$ cat src/rtl/varsum_pool.sv
// Conserved-quantity pool: a hub cell and N-1 satellites, with handshaked transfers
// between the hub and one satellite, plus sticky hub-bound and wrap observers.
module varsum_pool #(
   parameter int unsigned N     = 5,
   parameter int unsigned W     = 8,
   parameter int unsigned INIT  = 1,
   parameter int unsigned BOUND = 5,
   localparam int unsigned SELW = $clog2(N),
   localparam int unsigned TW   = W + $clog2(N)
) (
   input  logic            clk,
   input  logic            rst_n,
   input  logic            req_valid,
   output logic            req_ready,
   input  logic [SELW-1:0] req_sel,
   input  logic            req_dir,
   input  logic            req_mode,
   input  logic [W-1:0]    req_amt,
   output logic [N*W-1:0]  cells_o,
   output logic [W-1:0]    hub_o,
   output logic [TW-1:0]   total_o,
   output logic            done,
   output logic            err,
   output logic            bound_viol,
   output logic            wrap_flag
);

   // A BOUND at or above 2^W can never be exceeded by a W-bit hub.
   localparam bit BoundReachable = (W >= 32) || (64'(BOUND) < (64'(1) << W));

   typedef enum logic [1:0] {StIdle, StExec, StCommit} state_e;

   state_e          state_q, state_d;
   logic [W-1:0]    cell_q [N];
   logic [W-1:0]    cell_d [N];
   logic [SELW-1:0] sel_q;
   logic            dir_q, mode_q;
   logic [W-1:0]    amt_q;
   logic [W-1:0]    moved_q, moved_d;
   logic            illegal_q, illegal_d;
   logic            done_q, done_d;
   logic            err_q, err_d;
   logic            wrap_q, wrap_d;
   logic            bound_q, bound_d;
   logic            accept;
   logic            sel_bad;
   logic [W-1:0]    sat_val, src_val, dst_val;
   logic [W:0]      dst_sum;

   assign req_ready  = (state_q == StIdle);
   assign accept     = req_valid & req_ready;
   assign sel_bad    = (sel_q == '0) || (32'(sel_q) >= N);
   assign done       = done_q;
   assign err        = err_q;
   assign bound_viol = bound_q;
   assign wrap_flag  = wrap_q;
   assign hub_o      = cell_q[0];

   // Mux the selected satellite without indexing past N-1 for non-power-of-two N.
   always_comb begin
      sat_val = '0;
      for (int unsigned k = 1; k < N; k++) begin
         if (32'(sel_q) == k) sat_val = cell_q[k];
      end
   end

   assign src_val = dir_q ? cell_q[0] : sat_val;
   assign dst_val = dir_q ? sat_val : cell_q[0];
   assign dst_sum = {1'b0, dst_val} + {1'b0, moved_q};

   always_comb begin
      state_d   = state_q;
      moved_d   = moved_q;
      illegal_d = illegal_q;
      cell_d    = cell_q;
      done_d    = 1'b0;
      err_d     = 1'b0;
      wrap_d    = wrap_q;
      unique case (state_q)
         StIdle: begin
            if (accept) state_d = StExec;
         end
         StExec: begin
            illegal_d = sel_bad;
            if (sel_bad) begin
               moved_d = '0;
            end else if (mode_q && (amt_q < src_val)) begin
               moved_d = amt_q;
            end else begin
               moved_d = src_val;
            end
            state_d = StCommit;
         end
         StCommit: begin
            done_d  = 1'b1;
            err_d   = illegal_q;
            state_d = StIdle;
            if (!illegal_q) begin
               for (int unsigned k = 1; k < N; k++) begin
                  if (32'(sel_q) == k) begin
                     cell_d[k] = dir_q ? dst_sum[W-1:0] : cell_q[k] - moved_q;
                  end
               end
               cell_d[0] = dir_q ? cell_q[0] - moved_q : dst_sum[W-1:0];
               if (dst_sum[W]) wrap_d = 1'b1;
            end
         end
         default: state_d = StIdle;
      endcase
      bound_d = bound_q | (BoundReachable && (cell_d[0] > W'(BOUND)));
   end

   always_ff @(posedge clk or negedge rst_n) begin
      if (!rst_n) begin
         state_q   <= StIdle;
         for (int unsigned k = 0; k < N; k++) cell_q[k] <= W'(INIT);
         sel_q     <= '0;
         dir_q     <= 1'b0;
         mode_q    <= 1'b0;
         amt_q     <= '0;
         moved_q   <= '0;
         illegal_q <= 1'b0;
         done_q    <= 1'b0;
         err_q     <= 1'b0;
         wrap_q    <= 1'b0;
         bound_q   <= 1'b0;
      end else begin
         state_q   <= state_d;
         if (accept) begin
            sel_q  <= req_sel;
            dir_q  <= req_dir;
            mode_q <= req_mode;
            amt_q  <= req_amt;
         end
         cell_q    <= cell_d;
         moved_q   <= moved_d;
         illegal_q <= illegal_d;
         done_q    <= done_d;
         err_q     <= err_d;
         wrap_q    <= wrap_d;
         bound_q   <= bound_d;
      end
   end

   always_comb begin
      cells_o = '0;
      total_o = '0;
      for (int unsigned k = 0; k < N; k++) begin
         cells_o[k*W +: W] = cell_q[k];
         total_o           = total_o + TW'(cell_q[k]);
      end
   end

endmodule

$ cat config.mk
export PLATFORM = sky130hd
export DESIGN_NAME = varsum_pool
export DESIGN_NICKNAME = d
export VERILOG_FILES = /design/src/rtl/varsum_pool.sv
export SDC_FILE = /design/constraint.sdc
export NUM_CORES = 1
export LEC_CHECK = 0
export ABC_AREA = 1
export BUFFER_PORTS_ARGS = -buffer_cell sky130_fd_sc_hd__buf_2
export CAP_MARGIN = 10
export CORE_ASPECT_RATIO = 1.5
export CORE_MARGIN = 2
export CORE_UTILIZATION = 50
export CTS_CLUSTER_DIAMETER = 40
export DETAILED_ROUTE_END_ITERATION = 12
export PLACE_DENSITY = 0.71
export SYNTH_ARGS = -nofsm -noshare
export SYNTH_HDL_FRONTEND = slang
export SYNTH_SLANG_ARGS = --single-unit
$ cat constraint.sdc
create_clock -name clk -period 8.4 [get_ports clk]
set_clock_uncertainty 0.05 [all_clocks]
set_input_delay 0.42 -clock clk [delete_from_list [all_inputs] [get_ports clk]]
set_output_delay 0.42 -clock clk [all_outputs]
set_load 0.02 [all_outputs]
======== After elaboration in Yosys (flattened, before gate mapping) ========
Cells that the tools add are included.
storage, ports and cells
  output and inout port bits .............. 64
  register bits ........................... 68
operators by class
  add/sub/neg operators ................... 10
  reductions and logical operators ........ 9
  multiplexer cells ....................... 23
  bitwise logic cells ..................... 3
  eq/ne operators ......................... 7
  order comparisons ....................... 3
operator list
  operator                                                                         count
  8-bit 2-to-1 mux                                                                 17
  40-bit 2-to-1 mux                                                                2
  8-bit subtractor                                                                 5
  8-bit by 8-bit adder with 9-bit output                                           2
  3-bit AND reduction                                                              5
  10-bit by 8-bit adder with 11-bit output                                         1
  11-bit by 8-bit adder with 11-bit output                                         1
  9-bit by 8-bit adder with 10-bit output                                          1
  8-bit by 3-bit greater-than comparator with 1-bit output, second input constant  1
  8-bit < comparator                                                               1
  3-bit by 2-bit equality test with 1-bit output, second input constant            2
  2-bit case mux with 2 select lines                                               1
  3-bit by 1-bit equality test with 1-bit output, second input constant            1
  3-bit equality test, second input constant                                       1
  3-bit greater-or-equal comparator, second input constant                         1
  3-bit zero test                                                                  1
  2-bit by 1-bit equality test with 1-bit output, second input constant            1
  2-bit equality test, second input constant                                       1
  2-bit zero test                                                                  1
  1-bit 2-to-1 mux                                                                 2
  2-bit 2-to-1 mux                                                                 1
  2-bit by 1-bit != test with 1-bit output, second input constant                  1
  1-bit AND                                                                        1
  1-bit logical AND                                                                1
  other kinds (3)                                                                  3

======== Logic depth before layout (Yosys ltp) ========
  depth in word-level cells ............... 13
  depth in mapped cells ................... 21

======== Worst setup path before layout ========
No wires, ideal clock.
  path kind ............................... reg2out
  start point ............................. reg cell_q, in the netlist cells_o[9]
  end point ............................... out total_o[9]
  arrival time ............................ 3.665 ns
  setup slack ............................. 4.265 ns
  required time ........................... 7.930 ns
  cell stages (with the launch flop) ...... 16
  cell sequence ........................... dfrtp_1 > fa_1 > fa_1 > inv_1 > fa_1 > inv_1 > ha_1 > inv_1 > fa_1 > o21ai_0 > a21o_1 > a21oi_1 > nor2_1 > o21ai_0 > nand2_1 > xor2_1
on the way
  longest elaborated chain between the ends .. 4
RTL lines
  what                                      line  RTL
  start, declared                           34    logic [W-1:0] cell_q [N];
  start signal, assigned                    135   cell_q <= cell_d;
  8-bit by 8-bit adder with 9-bit output    150   total_o = total_o + TW'(cell_q[k]);
  9-bit by 8-bit adder with 10-bit output   150
  10-bit by 8-bit adder with 11-bit output  150
  11-bit by 8-bit adder with 11-bit output  150
  end, declared                             21    output logic [TW-1:0] total_o,
No other way between the ends.

======== Worst setup path in the final report ========
Same ends and word-level chain as after synthesis.

==> impl_metrics.env <==
export IMPL_status="complete, no violations"
export IMPL_grt_pass1_wl_um=26600
export IMPL_synthCells=790
export IMPL_drc_errors=0
export IMPL_min_from="req_mode"
export IMPL_htreeDepth=3
export IMPL_instances_no_fill=1014
export IMPL_slowest_delay_ns=0.51
export IMPL_avgSynthCellArea_um2=7.61
export IMPL_numCtsBuffers=9
export IMPL_drtIter0Drc=293
export IMPL_antenna_cells=0
export IMPL_synth_warnings=0
export IMPL_cts_hold_buf=0
export IMPL_start_util_pct=50.6
export IMPL_viasPerCell=5.49
export IMPL_hold_end="mode_q"
export IMPL_finalWorstSetupSlack_ns=3.67
export IMPL_min_path_type="input pin to register"
export IMPL_io_pins=80
export IMPL_cp_end_kind="primary output"
export IMPL_hold_violations=0
export IMPL_via_count=5566
export IMPL_path_class="register to primary output"
export IMPL_grt_total_usage_pct=26.5
export IMPL_first_pass_iters=5
export IMPL_rsz0062_at_grt="no"
export IMPL_cts_sinks=68
export IMPL_cp_common_cell="fa_1"
export IMPL_rrSetupSlack_ns=4.46
export IMPL_gp_congestion=0.893
export IMPL_synth_edf_count=0
export IMPL_routed_wl_um=16400
export IMPL_fin_crit_ns=4.73
export IMPL_worstPathArrival_ns=4.26
export IMPL_post_route_period_util_pct=56.3
export IMPL_worstSkewPairLatency_ns=0.35
export IMPL_fin_util_pct=57.1
export IMPL_avgRoutedWirePerCell_um=16.1
export IMPL_cap_violations=0
export IMPL_tritoncts="done"
export IMPL_clk_pin_slew_ns=0.07
export IMPL_cts_resized=0
export IMPL_finalSetupTns_ns=0
export IMPL_die_height_um=138
export IMPL_crit_chain="fa_1 > fa_1 > inv_1 > fa_1 > inv_1 > ha_1 > inv_1 > fa_1 > o21ai_0 > a21o_1 > a21oi_1 > nor2_1 > o21ai_0 > nand2_1 > xor2_1 > buf_2"
export IMPL_slew_headroom_pct=24.0
export IMPL_die_area_um2=12900
export IMPL_synthesis_area_um2=6020
export IMPL_tightestPinTransition_ns=1.14
export IMPL_pre_cts_ws_ns=4.04
export IMPL_timing_rr_end="bound_viol"
export IMPL_slew_viol_final=0
export IMPL_fmax_mhz=211
export IMPL_async_flop_share_pct=100
export IMPL_setup_viol_count_final=0
export IMPL_start_kind="register"
export IMPL_post_cts_buffers=0
export IMPL_area_delta_synth_final_pct=12.9
export IMPL_layout_drive_gt1_share_pct=14.1
export IMPL_crit_reg2reg_launch="sel_q[1]"
export IMPL_synth_ff_type="dfrtp_1"
export IMPL_grt_pass1_vias=5508
export IMPL_ys_ff_latch=68
export IMPL_antenna_found_initial=0
export IMPL_placed_cells=998
export IMPL_synth_cell_types=34
export IMPL_die_w_um=93.6
export IMPL_postRouteAntennaNets=0
export IMPL_synth_nets=898
export IMPL_cts_root_buffer="clkbuf_16"
export IMPL_required_ns=7.93
export IMPL_fin_nets=964
export IMPL_grt_max_degree=69
export IMPL_clockBufferDepth=2
export IMPL_crit_fanout=4
export IMPL_rows=49
export IMPL_slowest_stage="fa_1"
export IMPL_ys_seq_area_share_pct=28.4
export IMPL_grt_remaining_overflow=0
export IMPL_core_area_um2=11900
export IMPL_numPortBuffers=79
export IMPL_reg2regPathDepth=19
export IMPL_min_path_cells=3
export IMPL_dp_hpwl_um=12800
[flip-flops by register name (all words and copies together), names as in the netlist]
register    cells
cells_o        32
amt_q           8
sel_q           3
hub_o           8
mode_q          1
bound_viol      1
moved_q         8
done            1
state_q         2
err             1
wrap_flag       1
illegal_q       1
dir_q           1
[layout by cell type, fill, tap and decap left out, types with 6 or more instances in the layout]
| cell type | netlist | routed |
|---|---|---|
| nand2_1 | 196 | 196 |
| inv_1 | 101 | 101 |
| buf_2 | 4 | 79 |
| o21ai_0 | 75 | 75 |
| ha_1 | 63 | 63 |
| dfrtp_1 | 63 | 63 |
| nand3_1 | 48 | 48 |
| nor2_1 | 41 | 41 |
| a21oi_1 | 35 | 35 |
| a31oi_1 | 33 | 33 |
| fa_1 | 29 | 29 |
| xor2_1 | 17 | 17 |
| nand4_1 | 9 | 9 |
| clkbuf_16 | 0 | 9 |
| or2_2 | 7 | 7 |
| o211ai_1 | 6 | 6 |
[worst max-delay path: cells and delay by family (launching register included)]
kind / cells / cell delay (ns)
adders and majority gates: 5 / 2.05
and+or+nand+nor: 2 / 0.17
AOI/OAI and AO/OA: 4 / 0.77
buffers and inverters: 4 / 0.36
xor gates and xnor gates: 1 / 0.13
DFF: 1 / 0.43
[area by class of cell]
class / instances / area [um^2]
clock inverters: 6 / 70.1
flip-flops and latches: 68 / 1710
repair buffers: 81 / 410
inverters: 107 / 402
clock buffers: 10 / 239
multi-input cells: 589 / 3770
well taps: 153 / 191
fillers: 1173 / 5100
[metal layers]
| metal | vias up | wire length, um | GRT usage (%) |
|---|---|---|---|
| met5 | - | 0 | 0 |
| met4 | 0 | 490 | 10.1 |
| met1 | 2620 | 6520 | 31.6 |
| met3 | 43 | 731 | 3.76 |
| met2 | 158 | 8610 | 47.4 |
| li1 | 2745 | - | - |
[how the worst max path moves through the flow]
| stage | from | to | cells after the start |
|---|---|---|---|
| 6_report | cells_o[9] | total_o[9] | 16 |
| 5_1_grt | cells_o[9] | total_o[9] | 16 |
| 4_1_cts | cells_o[9] | total_o[9] | 16 |
| 3_5_place_dp | cells_o[9] | total_o[9] | 16 |
| 3_3_place_gp | cells_o[17] | total_o[9] | 16 |
| 2_1_floorplan | cells_o[9] | total_o[9] | 15 |
[synthesized netlist by cell type (3+ instances only)]
cell type | number | area [um^2]
nand2_1 | 196 | 736
inv_1 | 101 | 379
o21ai_0 | 75 | 375
dfrtp_1 | 63 | 1580
ha_1 | 63 | 788
nand3_1 | 48 | 240
nor2_1 | 41 | 154
a21oi_1 | 35 | 175
a31oi_1 | 33 | 206
fa_1 | 29 | 581
xor2_1 | 17 | 149
clkbuf_1 | 12 | 45.0
nand4_1 | 9 | 56.3
buf_4 | 8 | 60.1
or2_2 | 7 | 43.8
o211ai_1 | 6 | 45.0
dfstp_2 | 5 | 131
inv_2 | 5 | 18.8
o221ai_1 | 5 | 43.8
xnor2_1 | 5 | 43.8
buf_2 | 4 | 20.0
nand2_2 | 3 | 18.8
nand3b_1 | 3 | 22.5
nor2_2 | 3 | 18.8
[stage by stage]
| stage | hold WS [ns] | area [um^2] |
|---|---|---|
| 2_1_floorplan | 0.0744 | 6020 |
| 3_3_place_gp | 0.401 | 6480 |
| 3_5_place_dp | 0.401 | 6480 |
| 4_1_cts | 0.211 | 6790 |
| 5_1_grt | 0.225 | 6790 |
| 6_report | 0.218 | 6790 |
[kinds of logic (layout without fill, tap and decap cells)]
logic type,count (synthesis),after routing,share of synthesized area (%)
simple gates,312,312,21.7
compound gates,163,163,15.1
buf+inv,133,204,8.88
fa+ha+maj,92,92,22.8
flops,68,68,28.4
xor+xnor,22,22,3.20
Power is not shown: default switching activity piles up to over one toggle a cycle in this logic, so the estimate is an artifact.
